===== config.mk =====
export PLATFORM = sky130hd
export DESIGN_NAME = ram_port_master
export DESIGN_NICKNAME = d
export VERILOG_FILES = /design/src/rtl/ram_port_master_pkg.sv /design/src/rtl/ram_port_master_rsp_fifo.sv /design/src/rtl/ram_port_master.sv
export SDC_FILE = /design/constraint.sdc
export NUM_CORES = 1
export LEC_CHECK = 0
export ABC_CLOCK_PERIOD_IN_PS = 5200
export CORE_MARGIN = 3
export CORE_UTILIZATION = 37
export DETAILED_ROUTE_END_ITERATION = 12
export PLACE_DENSITY = 0.83
export SLEW_MARGIN = 20
export SYNTH_ARGS = -nofsm -noshare
export SYNTH_HDL_FRONTEND = slang
export SYNTH_SLANG_ARGS = --single-unit

===== constraint.sdc =====
create_clock -name clk -period 5.2 [get_ports clk]
set_clock_uncertainty 0.2 [all_clocks]
set_input_delay 1.56 -clock clk [delete_from_list [all_inputs] [get_ports clk]]
set_output_delay 1.56 -clock clk [all_outputs]
set_load 0.01 [all_outputs]

===== src/rtl/ram_port_master_pkg.sv =====
// rtl/ram_port_master_pkg.sv - shared defaults, response entry and FIFO sizing for ram_port_master
// Optional feature macro: RAM_PORT_MASTER_WR_ACK_EN (write acknowledge responses)
package ram_port_master_pkg;

   localparam int RPM_DATA_WIDTH = 8;
   localparam int RPM_ADDR_WIDTH = 8;
   localparam int RPM_RSP_DEPTH  = 2;

   // Count must represent DEPTH itself, hence one bit beyond the pointer width.
   function automatic int rsp_cnt_width(input int depth);
      return $clog2(depth) + 1;
   endfunction

   localparam int RPM_CNT_WIDTH = rsp_cnt_width(RPM_RSP_DEPTH);

   typedef struct packed {
`ifdef RAM_PORT_MASTER_WR_ACK_EN
      logic                      wr;
`endif
      logic [RPM_DATA_WIDTH-1:0] data;
   } rsp_entry_t;

endpackage


===== src/rtl/ram_port_master_rsp_fifo.sv =====
// rtl/ram_port_master_rsp_fifo.sv - response FIFO with push/pop/count and registered head
// Holds one flat entry per response; the top packs the optional write flag above the data.
module ram_port_master_rsp_fifo
   import ram_port_master_pkg::*;
#(
   parameter int WIDTH = RPM_DATA_WIDTH,
   parameter int DEPTH = RPM_RSP_DEPTH,
   parameter int CNT_W = rsp_cnt_width(DEPTH)
) (
   input  logic             clk,
   input  logic             rst,
   input  logic             push,
   input  logic [WIDTH-1:0] push_data,
   input  logic             pop,
   output logic [WIDTH-1:0] head,
   output logic [CNT_W-1:0] count
);

   localparam int PTR_W = $clog2(DEPTH);

   logic [PTR_W-1:0] wr_ptr_q, wr_ptr_d;
   logic [PTR_W-1:0] rd_ptr_q, rd_ptr_d;
   logic [CNT_W-1:0] count_q, count_d;
   logic [WIDTH-1:0] mem_q [DEPTH];
   logic [WIDTH-1:0] mem_d [DEPTH];

   always_comb begin
      mem_d    = mem_q;
      wr_ptr_d = wr_ptr_q;
      rd_ptr_d = rd_ptr_q;
      count_d  = count_q;
      if (push) begin
         mem_d[wr_ptr_q] = push_data;
         wr_ptr_d        = wr_ptr_q + 1'b1;
      end
      if (pop) begin
         rd_ptr_d = rd_ptr_q + 1'b1;
      end
      case ({push, pop})
         2'b10:   count_d = count_q + 1'b1;
         2'b01:   count_d = count_q - 1'b1;
         default: count_d = count_q;
      endcase
   end

   always_ff @(posedge clk) begin
      if (rst) begin
         wr_ptr_q <= '0;
         rd_ptr_q <= '0;
         count_q  <= '0;
      end else begin
         wr_ptr_q <= wr_ptr_d;
         rd_ptr_q <= rd_ptr_d;
         count_q  <= count_d;
      end
   end

   always_ff @(posedge clk) begin
      mem_q <= mem_d;
   end

   assign head  = mem_q[rd_ptr_q];
   assign count = count_q;

endmodule


===== src/rtl/ram_port_master.sv =====
// rtl/ram_port_master.sv - request/response initiator for one port of the dual-port RAM
// Optional feature macro: RAM_PORT_MASTER_WR_ACK_EN (writes also return an acknowledge)
module ram_port_master
   import ram_port_master_pkg::*;
#(
   parameter int DATA_WIDTH = RPM_DATA_WIDTH,
   parameter int ADDR_WIDTH = RPM_ADDR_WIDTH,
   parameter int RSP_DEPTH  = RPM_RSP_DEPTH
) (
   input  logic                  clk,
   input  logic                  rst,
   input  logic                  req_valid,
   output logic                  req_ready,
   input  logic                  req_we,
   input  logic [ADDR_WIDTH-1:0] req_addr,
   input  logic [DATA_WIDTH-1:0] req_data,
   output logic                  rsp_valid,
   input  logic                  rsp_ready,
   output logic [DATA_WIDTH-1:0] rsp_data,
`ifdef RAM_PORT_MASTER_WR_ACK_EN
   output logic                  rsp_wr,
`endif
   output logic [ADDR_WIDTH-1:0] ram_addr,
   output logic [DATA_WIDTH-1:0] ram_data,
   output logic                  ram_we,
   input  logic [DATA_WIDTH-1:0] ram_q
);

   localparam int CNT_W = rsp_cnt_width(RSP_DEPTH);
`ifdef RAM_PORT_MASTER_WR_ACK_EN
   localparam int ENTRY_W = DATA_WIDTH + 1;
`else
   localparam int ENTRY_W = DATA_WIDTH;
`endif

   logic               inflight_q, inflight_d;
`ifdef RAM_PORT_MASTER_WR_ACK_EN
   logic               inflight_wr_q, inflight_wr_d;
`endif
   logic               accept;
   logic               pop;
   logic [CNT_W-1:0]   count;
   logic [CNT_W:0]     occupancy;
   logic [ENTRY_W-1:0] head;
   logic [ENTRY_W-1:0] push_entry;

   always_comb begin
      rsp_valid = !rst && (count != '0);
      pop       = rsp_valid && rsp_ready;
      // Slots already promised: queued + the read whose data arrives next cycle, minus today's pop.
      occupancy = {1'b0, count} + {{CNT_W{1'b0}}, inflight_q} - {{CNT_W{1'b0}}, pop};
      req_ready = !rst && (occupancy < (CNT_W+1)'(RSP_DEPTH));
      accept    = req_valid && req_ready;
      ram_addr  = req_addr;
      ram_data  = req_data;
      ram_we    = accept && req_we;
      rsp_data  = head[DATA_WIDTH-1:0];
`ifdef RAM_PORT_MASTER_WR_ACK_EN
      inflight_d    = accept;
      inflight_wr_d = accept && req_we;
      push_entry    = {inflight_wr_q, ram_q};
      rsp_wr        = rsp_valid && head[DATA_WIDTH];
`else
      inflight_d    = accept && !req_we;
      push_entry    = ram_q;
`endif
   end

   always_ff @(posedge clk) begin
      if (rst) begin
         inflight_q    <= 1'b0;
`ifdef RAM_PORT_MASTER_WR_ACK_EN
         inflight_wr_q <= 1'b0;
`endif
      end else begin
         inflight_q    <= inflight_d;
`ifdef RAM_PORT_MASTER_WR_ACK_EN
         inflight_wr_q <= inflight_wr_d;
`endif
      end
   end

   ram_port_master_rsp_fifo #(
      .WIDTH (ENTRY_W),
      .DEPTH (RSP_DEPTH),
      .CNT_W (CNT_W)
   ) u_fifo (
      .clk       (clk),
      .rst       (rst),
      .push      (inflight_q),
      .push_data (push_entry),
      .pop       (pop),
      .head      (head),
      .count     (count)
   );

endmodule


## After elaboration in Yosys (flattened, before gate mapping)

Cells that the tools add are included.

| storage, ports and cells | value |
|---|---|
| register bits | 21 |
| bits of input ports | 29 |
| output and inout bits | 27 |
| word-level logic and storage cells | 38 |

| operators by class | value |
|---|---|
| $add $sub $neg | 6 |
| $lt $le $gt $ge | 4 |
| eq/ne operators | 2 |
| mux-type cells | 7 |
| bitwise gates (word level) | 2 |
| reductions and logical operators | 11 |

Operators by type and width:

| operator | number |
|---|---|
| two-way mux 8 bit | 4 |
| bitwise mux 16 bit | 1 |
| demux 8 bit (select 1 bit) | 1 |
| logical AND 1 bit | 7 |
| >= comparator 2 bit (second input constant) | 2 |
| inverter 1 -> 2 bit | 2 |
| case mux 2 bit (2 select lines) | 1 |
| nonzero test 2 bit | 2 |
| adder 2 x 1 -> 3 bit | 1 |
| less-than comparator 3 x 2 -> 1 bit (second input constant) | 1 |
| subtractor 3 x 1 -> 3 bit | 1 |
| adder 1 bit (second input constant) | 2 |
| adder 2 x 1 -> 2 bit (second input constant) | 1 |
| equality test 2 x 1 -> 1 bit (second input constant) | 1 |
| equality test 2 bit (second input constant) | 1 |
| zero test 1 bit | 2 |
| less-than comparator 2 x 1 -> 1 bit (second input constant) | 1 |
| subtractor 2 x 1 -> 2 bit (second input constant) | 1 |

## Longest topological paths before layout

| logic depth | value |
|---|---|
| depth after elaboration | 8 |
| gate-level depth with buffers | 9 |
| gate-level depth less buffers | 9 |

## By module

From an unflattened synthesis, not the netlist that was laid out.

| unflattened totals | value |
|---|---|
| cells, all modules | 73 |
| area total of the unflattened synthesis | 991.0 µm² |

By module, submodules not included:

| module | times used | cells an instance | area each (µm²) | sequential area each (µm²) |
|---|---|---|---|---|
| ram_port_master_rsp_fifo | 1 | 43 | 744.5 | 560.5 |
| ram_port_master | 1 | 30 | 246.5 | 20.0 |

## Least setup slack after synthesis

Ideal clock, no wire load.

| path | value |
|---|---|
| path kind | input-to-output |
| start | input rst |
| end | output ram_we |
| arrival | 3.477 ns |
| required time | 3.440 ns |
| slack | -0.037 ns |
| cell stages on the path | 8 |
| buffers on the path | 0 |
| path through | nor2_1 > and2_1 > ha_1 > nand2b_1 > fa_1 > xor2_1 > nor3b_1 > and3_1 |

| between the ends | value |
|---|---|
| cells in the longest elaborated chain, start to end | 8 |

Ends and longest elaborated chain:

| item | RTL line | source |
|---|---|---|
| from (decl) | ram_port_master.sv:11 | `input logic rst,` |
| zero test 1 bit | ram_port_master.sv:48 | `rsp_valid = !rst && (count != '0);` |
| logical AND 1 bit | ram_port_master.sv:48 |  |
| logical AND 1 bit | ram_port_master.sv:49 | `pop = rsp_valid && rsp_ready;` |
| net pop | ram_port_master.sv:41 | `logic pop;` |
| subtractor 3 x 1 -> 3 bit | ram_port_master.sv:51 | `occupancy = {1'b0, count} + {{CNT_W{1'b0}}, inflight_q} - {{CNT_W{1'b0}}, pop};` |
| less-than comparator 3 x 2 -> 1 bit | ram_port_master.sv:52 | `req_ready = !rst && (occupancy < (CNT_W+1)'(RSP_DEPTH));` |
| logical AND 1 bit | ram_port_master.sv:52 |  |
| net req_ready | ram_port_master.sv:13 | `output logic req_ready,` |
| logical AND 1 bit | ram_port_master.sv:53 | `accept = req_valid && req_ready;` |
| logical AND 1 bit | ram_port_master.sv:56 | `ram_we = accept && req_we;` |
| to (decl) | ram_port_master.sv:25 | `output logic ram_we,` |

The timed path passes the listed nets, and every way through them passes these cells.

## Worst setup path in the final report

| path | value |
|---|---|
| start | input rsp_ready |
| end | output ram_we |

| between the ends | value |
|---|---|
| cells in the longest elaborated chain, start to end | 6 |

Ends and longest elaborated chain:

| item | RTL line | source |
|---|---|---|
| from (decl) | ram_port_master.sv:18 | `input logic rsp_ready,` |
| logical AND 1 bit | ram_port_master.sv:49 |  |
| net pop | ram_port_master.sv:41 |  |
| subtractor 3 x 1 -> 3 bit | ram_port_master.sv:51 |  |
| less-than comparator 3 x 2 -> 1 bit | ram_port_master.sv:52 |  |
| logical AND 1 bit | ram_port_master.sv:52 |  |
| logical AND 1 bit | ram_port_master.sv:53 |  |
| logical AND 1 bit | ram_port_master.sv:56 |  |

The timed path passes the listed nets, and every way through them passes these cells.

==> results.tsv <==
metric	value	unit
status	finished, final reports clean	
reg2reg setup slack	2.84	ns
Layout area overhead	21.4	%
clock tree from TritonCTS	done	
Post-Place Worst Slack	-0.700	ns
largest net degree at the start of global routing	13	
hold_buf cts	0	
layout cells sized above 1	28.7	%
Worst-path clk slew	0.11	ns
asr flop ratio synth	0	%
area share of the largest cell type after synthesis	49.2	%
fin crit share	97.4	%
ranking of synthesized cells by area	edfxtp_1, buf_4, dfxtp_1	
VDD IR max	0.127	mV
fin cells	115	
I/O pins	56	
syn_area_per_cell	13.6	sq um
Hold Crit Start	u_fifo.wr_ptr_q	
final worst slack	0.136	ns
Fin. Hold Viols	0	
Root Driver	clkbuf_4	
final setup fails	0	
hold endpoint	u_fifo.wr_ptr_q	
most frequent cells after synthesis	buf_4, edfxtp_1, mux2_2	
total grt overflow	0	
EDFF count, synth	16	
global-route wire length before repair	2790	um
overall power	325	uW
Least-Margin Pin Slew	0.682	ns
hold path depth	2	
final hold slack	0.354	ns
core area	2360	sq um
library cells used by synthesis	19	
Worst Hold Class	flip-flop to flip-flop	
Cell Rows	17	
Mapped Cells	72	
Ys Warns	0	
drt total wl	1640	um
dominant synthesized flop cell	edfxtp_1	
max frequency	197	MHz
dpl cells	110	
GPL Wtd Cong	0.702	
wire per inst	14.2	um
total CTS buffers	3	
cells on worst reg2reg path	10	
Worst slew margin	54.4	%
P per Cell Area	274	nW/um^2
Leak Pwr	0.000442	uW
initial antenna violation count	0	
Final ANT Viol Nets	0	
Worst setup SP type	input port	
FF-to-FF End	inflight_q	
GRT Total Usage	11.1	%
die area	3290	sq um
crit path capture type	primary output	
DR vias/cell	4.77	
critical path class	input port to primary output	
CTS HTree Levels	1	
Worst Path Arrival	3.30	ns
CP required	3.44	ns
DRT Pass-1 Iters	2	
Clock Latency Late Sink	0.29	ns
post-synth top area cell	edfxtp_1	
Iter 0 DRT Violations	13	
ant diodes	0	
register bit total from synthesis	21	
final net count	120	
sequential-to-total area share from yosys stat	59.4	%
RR Startpoint	u_fifo.count[1]	
final max-slew violation count	0	
Post-route DRC	0	
Max-Cap Viols	0	
mapped cell area	977	sq um
maximum buffer depth of the clock tree	2	
Starting Density	41.4	%
port bufs	23	
unrepaired setup endpoints after global routing	false	
die height	57.4	um
vias in the first global route	611	
Sink Count	21	
vias	548	
Die X-Extent	57.4	um
Final min period	5.06	ns
top fanout value on the critical path	2	
Synthesized Nets	104	
post-detail-place hpwl	1230	um
-- worst max-delay path by stage --
stage	startpoint	to	slack, ns	cells after the start
2_1_floorplan	rst	ram_we	0.11	8
3_3_place_gp	rst	ram_we	-0.63	10
3_5_place_dp	rst	ram_we	-0.70	10
4_1_cts	rsp_ready	ram_we	0.05	9
5_1_grt	rsp_ready	ram_we	0.03	9
6_report	rsp_ready	ram_we	0.14	9
-- routing by layer --
layer	global-route usage, %	vias up	share of wire, %
met3	3.62	18	9.6
met1	11.7	246	37
met4	8.94	0	5.5
li1	-	261	-
met5	0	-	0
met2	18.1	23	48
-- power by group --
group	internal, uW	switching (uW)
Clock	28.6	45.3
Combinational	36.2	20.7
Sequential	187	6.57
Total	252	72.6
-- cell usage in the layout, fill, tap and decap left out, drive strengths merged, types with 3 or more instances in the layout --
master,Yosys,layout
clkdlybuf4s50,0,19
dfxtp,5,5
buf,17,7
edfxtp,16,16
clkbuf,0,4
xor2,3,3
nor2,6,6
mux2,8,8
-- timing repair --
action / 4_1_cts / 5_1_grt
gates resized for setup: 15 / 1
pin swaps: 6 / 5
endpoints found under the setup margin: 2 / 1
setup buffers: 1 / 0
-- layout make-up --
cell class | count | area (sq um)
fillers | 213 | 1170
flip-flops and latches | 21 | 581
multi-input cells | 32 | 284
repair buffers | 28 | 251
well taps | 28 | 35.0
clock buffers | 3 | 22.5
inverters | 2 | 7.51
clock inverters | 1 | 5.00
-- state kept, by name, indices dropped and copies added (netlist names) --
signal,count
inflight_q,1
u_fifo.mem_q,16
u_fifo.wr_ptr_q,1
u_fifo.count,2
u_fifo.rd_ptr_q,1
-- stage by stage --
step           TNS (ns)  util (%)  instance area (sq um)
2_1_floorplan         0         -                    982
3_3_place_gp      -1.22      48.8                   1150
3_5_place_dp      -1.37      48.8                   1150
4_1_cts               0      50.5                   1190
5_1_grt               0      50.2                   1190
6_report              0      50.2                   1190
-- cells by family after synthesis --
family                     after synthesis  share of synthesized area [%]
DFF                                     21                           59.4
buffers and inverters                   19                           13.6
and+or+nand+nor                         13                           7.17
muxes                                    8                           9.22
xor gates and xnor gates                 5                           4.48
AOI/OAI and AO/OA                        3                           1.54
adders and majority gates                3                           4.61
-- worst max-delay path, cell delays in order --
cell	delay [ns]
dlygate4sd2_1	0.24
and2_4	0.13
ha_1	0.26
nand2b_4	0.14
fa_2	0.34
xor2_1	0.16
nor3b_2	0.18
and3_1	0.17
buf_2	0.12
Power figures use the tool's default switching activity.
